**src/rtl/shutter_sched.sv**
```systemverilog
// shutter_sched: active-shutter glasses scheduler.
// Locks onto an RF sync pulse train (rising edge = start of a left frame),
// measures the frame period and drives the left/right shutters with a
// dead band around each eye switch.
module shutter_sched #(
    parameter int unsigned CNT_WIDTH  = 16,
    parameter int unsigned DEAD       = 48,
    parameter int unsigned MIN_PERIOD = 1000,
    parameter int unsigned TIMEOUT    = 65000
) (
    input  logic                 clk,
    input  logic                 rst_n,
    input  logic                 sync_in,
    output logic                 shut_l,
    output logic                 shut_r,
    output logic                 lock,
    output logic [CNT_WIDTH-1:0] period
);

    typedef enum logic [2:0] {
        SEARCH,
        ACQ,
        L_DEAD,
        LEFT,
        R_DEAD,
        RIGHT
    } state_t;

    localparam logic [CNT_WIDTH-1:0] ONE_C     = CNT_WIDTH'(1);
    localparam logic [CNT_WIDTH-1:0] DEAD_C    = CNT_WIDTH'(DEAD);
    localparam logic [CNT_WIDTH-1:0] DEAD_M1_C = CNT_WIDTH'(DEAD - 1);
    localparam logic [CNT_WIDTH-1:0] TIMEOUT_C = CNT_WIDTH'(TIMEOUT);
    localparam logic [CNT_WIDTH:0]   MIN_P_C   = (CNT_WIDTH + 1)'(MIN_PERIOD);

    state_t               state;
    state_t               state_nxt;
    logic                 sync1;
    logic                 sync2;
    logic                 sync3;
    logic [CNT_WIDTH-1:0] cnt;
    logic [CNT_WIDTH-1:0] cnt_nxt;
    logic [CNT_WIDTH-1:0] period_nxt;
    logic [CNT_WIDTH:0]   cnt_inc;
    logic [CNT_WIDTH-1:0] half;
    logic [CNT_WIDTH-1:0] half_m1;
    logic [CNT_WIDTH-1:0] half_dead_m1;
    logic                 sync_edge;
    logic                 edge_ok;
    logic                 timeout_hit;

    // cnt+1 is kept one bit wider so the minimum-period test cannot wrap
    assign cnt_inc      = {1'b0, cnt} + {{CNT_WIDTH{1'b0}}, 1'b1};
    assign half         = period >> 1;
    assign half_m1      = half - ONE_C;
    assign half_dead_m1 = half + DEAD_C - ONE_C;
    assign sync_edge    = sync2 & ~sync3;
    assign edge_ok      = sync_edge & ((state == SEARCH) || (cnt_inc >= MIN_P_C));
    assign timeout_hit  = (cnt == TIMEOUT_C);

    // Two-flop synchronizer for the asynchronous sync input plus an edge delay flop
    always_ff @(posedge clk or negedge rst_n) begin
        if (!rst_n) begin
            sync1 <= 1'b0;
            sync2 <= 1'b0;
            sync3 <= 1'b0;
        end else begin
            sync1 <= sync_in;
            sync2 <= sync1;
            sync3 <= sync2;
        end
    end

    // Next-state, counter and period selection; a valid edge takes priority over timeout
    always_comb begin
        state_nxt  = state;
        period_nxt = period;
        cnt_nxt    = timeout_hit ? cnt : cnt_inc[CNT_WIDTH-1:0];
        if (edge_ok) begin
            cnt_nxt = '0;
            if (state == SEARCH) begin
                state_nxt = ACQ;
            end else begin
                state_nxt  = L_DEAD;
                period_nxt = cnt_inc[CNT_WIDTH-1:0];
            end
        end else if (timeout_hit && (state != SEARCH)) begin
            state_nxt  = SEARCH;
            period_nxt = '0;
        end else begin
            case (state)
                L_DEAD:  if (cnt == DEAD_M1_C)    state_nxt = LEFT;
                LEFT:    if (cnt == half_m1)      state_nxt = R_DEAD;
                R_DEAD:  if (cnt == half_dead_m1) state_nxt = RIGHT;
                default: state_nxt = state;
            endcase
        end
    end

    // State register with outputs decoded from the next state so they are registered
    always_ff @(posedge clk or negedge rst_n) begin
        if (!rst_n) begin
            state  <= SEARCH;
            cnt    <= '0;
            period <= '0;
            lock   <= 1'b0;
            shut_l <= 1'b0;
            shut_r <= 1'b0;
        end else begin
            state  <= state_nxt;
            cnt    <= cnt_nxt;
            period <= period_nxt;
            case (state_nxt)
                L_DEAD, R_DEAD: begin
                    lock   <= 1'b1;
                    shut_l <= 1'b1;
                    shut_r <= 1'b1;
                end
                LEFT: begin
                    lock   <= 1'b1;
                    shut_l <= 1'b0;
                    shut_r <= 1'b1;
                end
                RIGHT: begin
                    lock   <= 1'b1;
                    shut_l <= 1'b1;
                    shut_r <= 1'b0;
                end
                default: begin
                    lock   <= 1'b0;
                    shut_l <= 1'b0;
                    shut_r <= 1'b0;
                end
            endcase
        end
    end

endmodule
```
**config.mk**
```make
export PLATFORM = sky130hd
export DESIGN_NAME = shutter_sched
export DESIGN_NICKNAME = d
export VERILOG_FILES = /design/src/rtl/shutter_sched.sv
export SDC_FILE = /design/constraint.sdc
export NUM_CORES = 1
export LEC_CHECK = 0
export CAP_MARGIN = 20
export CORE_ASPECT_RATIO = 1.75
export CORE_UTILIZATION = 51
export CTS_BUF_LIST = sky130_fd_sc_hd__clkbuf_16
export DETAILED_ROUTE_END_ITERATION = 12
export HOLD_SLACK_MARGIN = 0.05
export PLACE_DENSITY = 0.71
export SLEW_MARGIN = 20
export SYNTH_ARGS = -nofsm -noshare
export SYNTH_HDL_FRONTEND = slang
export SYNTH_SLANG_ARGS = --single-unit
```
**constraint.sdc**
```tcl
create_clock -name clk -period 4.38 [get_ports clk]
set_input_delay 0.657 -clock clk [delete_from_list [all_inputs] [get_ports clk]]
set_output_delay 0.657 -clock clk [all_outputs]
set_load 0.005 [all_outputs]
```
==> results.cfg <==
[timing]
worstMarginPinSlew_ps = 885
timing.setup.tns_ps = 0
skew_ps = 4.37
finalCriticalPeriod_ps = 3380
setup_viol = 0
maxSlewViolCount = 0
rsz0062_at_grt = false
min_period_over_period_pct = 77.2
hold_viol = 0
slew_headroom_pct = 41.0
max_freq_mhz = 296

[yosys]
synthArstFlopShare_pct = 100
synth.distinct_cells = 65
syn-num-nets = 370
synth_common_cells = dfrtp_1, nand2_1, nor2_1, xnor2_1, xor2_1
ys.flop_type = dfrtp_1
synth.most_common_cell = dfrtp_1
synthCells = 364
synth_top_area_cell = dfrtp_1
synthTopCellsByArea = dfrtp_1, xnor2_1, xor2_1
yosysSeqAreaShare_pct = 33.1
postSynthAreaPerCell_um2 = 8.50
synth_edf_count = 0
synth_top_area_share_pct = 33.1
syn_area_um2 = 3100
ys_warn_count = 0
ys_ff_latch = 41

[placed_design]
port_buffers = 21
routabilityCongestion = 0.879
postPlaceCellArea_um2 = 3260
place_hpwl_um = 5630
post-place-cells = 434

[clocking]
cts_setup_buffers = 0
clock_latency_ps = 280
path_clk_slew_ps = 60
cts_tree = built
cts_root_buffer = clkbuf_16
cts_buffers = 5
clockBufferDepth = 2
hold_buffers = 0
ctsResizeCount = 0
htreeDepth = 2
clock-sinks = 41

[floorplanning]
die_y_um = 105
rows = 37
die_area_um2 = 6400
io_pins = 22
initial_core_util_pct = 52.6
design.core.area_um2 = 5880
die_w_um = 60.9

[drt]
routed_wl_um = 7530
drt-pass1-iter-count = 4
wl_per_cell_um = 17.0
antenna_left = 0
drtIter0Drc = 227
num_vias = 2670
post-route-drc-count = 0
viasPerCell = 6.04

[min_path]
holdCritPathClass = reg -> reg
hold-path-cell-count = 0

[critical_path]
reg2reg_depth = 10
startpoint_type = register
required_ps = 4570
critical_path_class = reg -> reg
cp.arrival_ps = 3570
worst_setup_path_end_kind = register
worstPathMaxFanout = 16

[grt]
grt_max_degree = 42
grt_overflow_total = 0
grt_use_total_pct = 26.1
antenna_found_initial = 0
grt_pass1_vias = 2595
grt_first_pass_wirelength_um = 12500

[finish]
area_growth_syn_to_layout_pct = 10.6
fin_cells = 442
antenna_cells = 0
finalInstanceArea_um2 = 3420
final_core_util_pct = 58.2
fin_nets = 369
drive_gt1_share_pct = 7.97

[power_and_ir_drop]
vdd_drop_max_uv = 416
p_per_area_nw_per_um2 = 515
leakage_nw = 1.36

[flow_run]
drv_cap = 0

[status]
status = finished clean
flip-flops by register name (all words and copies together), names as in the netlist:
register,flops
cnt,16
period,16
state,3
lock,1
shut_l,1
shut_r,1
sync1,1
sync2,1
sync3,1
through the flow:
step / hold WS [ps] / power [W] / setup slack (ps)
after detailed placement: 336 / 0.00136 / 1020
after CTS: 358 / 0.00177 / 975
after global routing: 369 / 0.00188 / 702
final: 354 / 0.00176 / 997
after global placement: 337 / 0.00135 / 1100
after floorplan: 331 / 0.00116 / 1690
critical path: stages (launching register included):
cell	delay [ps]
dfrtp_1	460
ha_1	360
nand3_1	220
nor4_1	390
xnor2_1	200
o211a_1	190
a41oi_2	330
or2_2	460
nand2_1	450
nand2_1	120
o21ai_0	100
cells by family after synthesis:
group           share of synthesized area, %
compound gates                          14.8
xor+xnor                                12.4
fa+ha+maj                               1.21
buf+inv                                 6.35
flops                                   33.1
mux                                     2.95
simple gates                            29.1
final timing paths:
path,slack (ps),from,endpoint
max reg2reg,1000,cnt[1]$_DFFE_PN0P_,period[12]$_DFFE_PN0P_
min in group asynchronous,500,rst_n,period[5]$_DFFE_PN0P_
max in group asynchronous,3330,rst_n,shut_l$_DFF_PN0_
min,350,sync1$_DFF_PN0_,sync2$_DFF_PN0_
min reg2reg,350,sync1$_DFF_PN0_,sync2$_DFF_PN0_
max,1000,cnt[1]$_DFFE_PN0P_,period[12]$_DFFE_PN0P_
layout make-up:
class / instances / area, um2
clock buffers: 5 / 125
multi-input cells: 280 / 1870
inverters: 13 / 48.8
flip-flops and latches: 41 / 1030
well taps: 78 / 97.6
repair buffers: 22 / 213
clock inverters: 3 / 41.3
fillers: 561 / 2450
power by group:
part	total (W)	internal (W)	switching (W)	leakage, nW
combinational	0.000779	0.000352	0.000427	0.739
clock	0.000406	0.000266	0.000140	0.0775
sequential	0.000579	0.000449	0.000131	0.548
total	0.00176	0.00107	0.000697	1.36
layer usage:
layer  vias up  share of wire, %  GRT usage [%]
met2        76                53           44.4
li1       1292                 -              -
met1      1283                41           31.9
met5         -                 0              0
met4         0               2.8           11.7
met3        19               3.4           2.72
layout by cell type (no fill, tap or decap), types with 8 or more instances in the layout:
| cell | instances |
|---|---|
| o21ai_0 | 18 |
| nor4_1 | 10 |
| nand3_1 | 14 |
| xnor2_1 | 25 |
| xor2_1 | 19 |
| nand2_1 | 35 |
| nand4_1 | 9 |
| nor2_1 | 31 |
| clkdlybuf4s50_1 | 20 |
| dfrtp_1 | 41 |
| mux2i_1 | 8 |
| nor3_1 | 16 |
| a21oi_1 | 9 |
| inv_1 | 13 |
No activity file was read; power rests on OpenSTA's default activity.
==> edit 1: new RTL, same settings <==
Change the parameter `CNT_WIDTH` from 16 to 12.
--- a/src/rtl/shutter_sched.sv
+++ b/src/rtl/shutter_sched.sv
@@ -3,7 +3,7 @@
 // measures the frame period and drives the left/right shutters with a
 // dead band around each eye switch.
 module shutter_sched #(
-    parameter int unsigned CNT_WIDTH  = 16,
+    parameter int unsigned CNT_WIDTH  = 12,
     parameter int unsigned DEAD       = 48,
     parameter int unsigned MIN_PERIOD = 1000,
     parameter int unsigned TIMEOUT    = 65000
Ports: changed (resized period); port bits go from 22 to 18. The function was not compared with the original's and may differ.
==> edit 1 against the unedited design <==
  * Sequential cell count is 8 lower
  * Wire length is 22% lower
  * Cell area is 22% lower
  * Non-clock buffer count is 3 lower
  * Total power is 7.3% lower
  * Critical path type unchanged
  * Worst setup slack better by 0.68 ns
  * Hold slack worse by 0.0084 ns
  * Synthesized area is 22% lower
==> edit 1: results (changes against the unedited design) <==
| Metric | Value |
|---|---|
| Vias per cell | `6.27 (+3.9%)` |
| Final setup skew | `0.00701 ns (+0.00264 ns)` |
| Max VDD drop | `0.000428 V (+2.8%)` |
| Synth cell types | `62 (-4.6%)` |
| Share of layout cells above drive strength 1 | `8.61% (+0.65 points)` |
| Total GRT Usage | `27.7% (+1.6 points)` |
| TritonRoute pass-1 iters | `5 (+1)` |
| Synth top area cells | `dfrtp_1 (34%), xnor2_1 (6.2%), xor2_1 (4.4%), o2bb2ai_1 (4.0%), nor2_1 (3.6%)` |
| Delay of the slowest critical-path stage | `0.45 ns` |
| Largest net degree at the start of global routing | `34 (-19%)` |
| Drt wl/cell | `18.5 um (+8.3%)` |
| Synthesized instance count | `264 (-27%)` |
| First-pass GRT wire length | `9970 um (-20%)` |
| Finished Layout Cells | `318 (-28%)` |
| P_leak | `1.09 nW (-20%)` |
| Seq/Total Area, Yosys | `34.4% (+1.3 points)` |
| Fillcell total | `388 (-31%)` |
| Critical path arrival | `2.86 ns (-0.71 ns)` |
| # nets final | `273 (-26%)` |
| Status | `finished, final reports clean` |
| Dpl hpwl | `4310 um (-23%)` |
| Number of global-route vias before repair | `2011 (-23%)` |
| Worst-Margin Slew | `0.570 ns (-0.315 ns)` |
| Gpl congestion | `0.896 (+2.0%)` |
| Post-Place Setup Slack | `1.71 ns (+0.689 ns)` |
| Top cells by count, synth | `dfrtp_1 (33), nor2_1 (23), nand2_1 (18)` |
edit 1: changes by cell type after synthesis, moves of 5 or more:
| cell | change |
|---|---|
| and2_1 | +5 |
| dfrtp_1 | -8 |
| mux2i_1 | -6 |
| nand2_1 | -17 |
| nor2_1 | -8 |
| nor3_1 | -10 |
| nor4_1 | -5 |
| o21ai_0 | -15 |
| o2bb2ai_1 | +11 |
| xnor2_1 | -8 |
| xor2_1 | -7 |
edit 1: path summary, 6_finish.rpt:
check	startpoint	end	slack (ns)	cells past startpoint
worst max register to register	cnt[0]	period[0]	1.68	8
max in group asynchronous	rst_n	period[3]	3.31	2
worst max-delay path	cnt[0]	period[0]	1.68	8
worst min-delay path	sync1	sync2	0.35	0
worst min register to register	sync1	sync2	0.35	0
min in group asynchronous	rst_n	period[8]	0.78	2
edit 1: kinds of logic (layout without fill, tap and decap cells):
family / count (synthesis) / after routing / synth area share (%)
simple gates: 109 / 109 / 27.1
compound gates: 54 / 54 / 18.8
buf+inv: 34 / 37 / 6.73
flops: 33 / 33 / 34.4
xor+xnor: 29 / 29 / 10.6
fa+ha+maj: 3 / 3 / 1.56
mux: 2 / 2 / 0.834
edit 1: cell type report:
type                       instances  share of cell area, %
timing repair buffer              19                   6.96
sequential                        33                   31.0
tap                               51                   2.40
inverter                          11                   1.55
clock buffer                       5                   4.70
clock inverter                     2                  0.282
multi-input combinational        197                   53.1
edit 1: power breakdown:
part,switching (W),internal [W]
logic,0.000404,0.000381
registers,0.000157,0.000377
clock network,0.000116,0.000202
edit 1: per-stage QoR:
stage                     area, um2  total power (W)  hold slack (ns)
after floorplan                2400          0.00112            0.331
after global placement         2530          0.00131            0.333
after detailed placement       2530          0.00132            0.337
after CTS                      2660          0.00165            0.348
after global routing           2660          0.00175            0.350
final                          2660          0.00164            0.346
edit 1: routing by layer:
layer / wire [um] / share of wire, % / up-vias / track usage [%]
met4: 301 / 5.1 / 0 / 18.0
met1: 2370 / 40 / 962 / 34.5
met2: 3010 / 51 / 53 / 42.7
met3: 193 / 3.3 / 23 / 3.94
met5: 0 / 0 / - / 0
li1: - / - / 957 / -
==> edit 2: new RTL, same flow settings <==
Made on the original files. Encoding of `state_t`: now one-hot (6 bits for 6 states).
--- a/src/rtl/shutter_sched.sv
+++ b/src/rtl/shutter_sched.sv
@@ -17,13 +17,13 @@
     output logic [CNT_WIDTH-1:0] period
 );
 
-    typedef enum logic [2:0] {
-        SEARCH,
-        ACQ,
-        L_DEAD,
-        LEFT,
-        R_DEAD,
-        RIGHT
+    typedef enum logic [5:0] {
+        SEARCH = 6'b000001,
+        ACQ    = 6'b000010,
+        L_DEAD = 6'b000100,
+        LEFT   = 6'b001000,
+        R_DEAD = 6'b010000,
+        RIGHT  = 6'b100000
     } state_t;
 
     localparam logic [CNT_WIDTH-1:0] ONE_C     = CNT_WIDTH'(1);
Formal check against the unedited RTL: same outputs for any inputs over 10 cycles, from zero or initial values and one cycle with rst_n low; not proved beyond that.
==> edit 2 against the unedited design <==
  * Via count up 8.2%
  * Hold slack improved by 0.0063 ns
  * Sequential share of layout area rose by 1.3 points
  * Synthesized area increased by 2.2%
  * Cell area is 3.0% higher
  * Wire length rose by 16%
  * Sequential cell count is 3 higher
  * Worst setup slack improved by 0.013 ns
  * Critical endpoint is now shut_l
Power is not compared: it rests on default switching activity, and its combinational part moved more than twofold at a synthesized area within 25%.
==> edit 2: results (changes against the unedited design) <==
| Metric | Value |
|---|---|
| Status | `finished, final reports clean` |
| Largest net degree at the start of global routing | `45 (+7.1%)` |
| Final setup skew | `0.00356 ns (-0.000807 ns)` |
| Share of layout cells above drive strength 1 | `6.04% (-1.9 points)` |
| First-pass GRT wire length | `14400 um (+15%)` |
| Initial DRC count | `162 (-29%)` |
| Clock slew at reported path FFs | `0.06 ns (about the same)` |
| Syn_nets | `385 (+4.1%)` |
| XOR/XNOR share of the synthesized area | `10.7% (-1.7 points)` |
| Seq/Total Area, Yosys | `34.8% (+1.7 points)` |
| Hold slack | `0.361 ns (+0.00633 ns)` |
| Multiplexer share of the synthesized area | `2.85% (-0.10 points)` |
| Fillcell total | `568 (+1.2%)` |
| Synth warn | `0 (unchanged)` |
| R2r endpoint | `shut_l` |
| Synth top area cells | `dfrtp_1 (34%), xnor2_1 (6.1%), nand3_1 (5.7%), nor2_1 (5.7%), xor2_1 (3.9%)` |
| Synth cell types | `59 (-9.2%)` |
| Min cycle time layout | `3.37 ns (-0.0126 ns)` |
| # nets final | `386 (+4.6%)` |
| TritonRoute pass-1 iters | `5 (+1)` |
| Initial antenna violation count | `0 (unchanged)` |
| Worst-Margin Slew | `0.960 ns (+0.0753 ns)` |
| CP max FO | `8 (-8)` |
| Via Count | `2889 (+8.2%)` |
| Area after DPL | `3360 um2 (+3.2%)` |
| Delay of the slowest critical-path stage | `0.52 ns (+0.06 ns)` |
| Worst-skew pair later-pin latency | `0.29 ns` |
| Reg2Reg Depth | `9 (-1)` |
| Dpl hpwl | `6620 um (+18%)` |
| Post-Place Setup Slack | `1.07 ns (+0.0542 ns)` |
| Synth Area in Compound Gates | `12.4% (-2.3 points)` |
| P_leak | `1.48 nW` |
| Top Registers | `cnt: 16 flops, period: 16 flops, state: 6 flops` |
| Number of global-route vias before repair | `2740 (+5.6%)` |
| Gpl congestion | `0.951 (+8.2%)` |
| Max VDD drop | `0.000333 V` |
| Routed wire length | `8770 um (+16%)` |
| Worst Setup SP | `cnt[0]` |
| Total GRT Usage | `30.2% (+4.1 points)` |
| Adder and majority gate portion of the synthesized area | `1.19% (-0.026 points)` |
==> edit 2: power by group <==
| part | switching, W | internal, W | total (W) |
|---|---|---|---|
| Clock | 0.000152 | 0.000266 | 0.000418 |
| Sequential | 0.000000544 | 0.000408 | 0.000408 |
| Combinational | 0.00000850 | 0.00000136 | 0.00000986 |
==> edit 2: metrics by stage <==
stage	util (%)	power, W	instances
floorplan	-	0.000417	379
global placement	56.7	0.000426	451
detailed placement	56.7	0.000426	451
CTS	59.5	0.000843	459
global route	59.5	0.000859	459
finish	59.5	0.000836	459
==> edit 2: kinds of logic after synthesis <==
| group | after synthesis |
|---|---|
| fa+ha+maj | 3 |
| buf+inv | 42 |
| simple gates | 188 |
| xor+xnor | 37 |
| mux | 9 |
| flops | 44 |
| compound gates | 56 |
==> edit 2: worst max path at each step <==
stage                 endpoint  slack [ns]  cells past startpoint
floorplan               shut_l        1.33                     11
global placement    period[15]        1.13                     10
detailed placement      shut_l        1.07                     11
CTS                     shut_l        1.06                     11
global route        period[13]        0.84                     10
finish                  shut_l        1.01                      9
==> edit 2: cell type report <==
class	instances	area (um2)	area share (%)
Clock buffer	5	125	3.55
Clock inverter	3	38.8	1.10
Inverter	11	41.3	1.17
Multi-Input combinational cell	293	1890	53.5
Sequential cell	44	1100	31.3
Tap cell	78	97.6	2.77
Timing Repair Buffer	25	235	6.67
==> edit 2: metal layers <==
layer  part of all wire (%)  up-vias  routed length [um]  global-route usage [%]
met5                      0        -                   0                       0
met4                    5.2        0                 452                    16.2
met3                    4.3       31                 380                    5.11
met2                     51      102                4510                    47.8
met1                     39     1390                3430                    38.0
li1                       -     1366                   -                       -
==> edit 2: critical path: cells and delay by family, from the launching register on <==
family          cells  cell delay (ns)
compound gates      4             1.30
flops               1             0.52
fa+ha+maj           1             0.29
simple gates        4             1.16
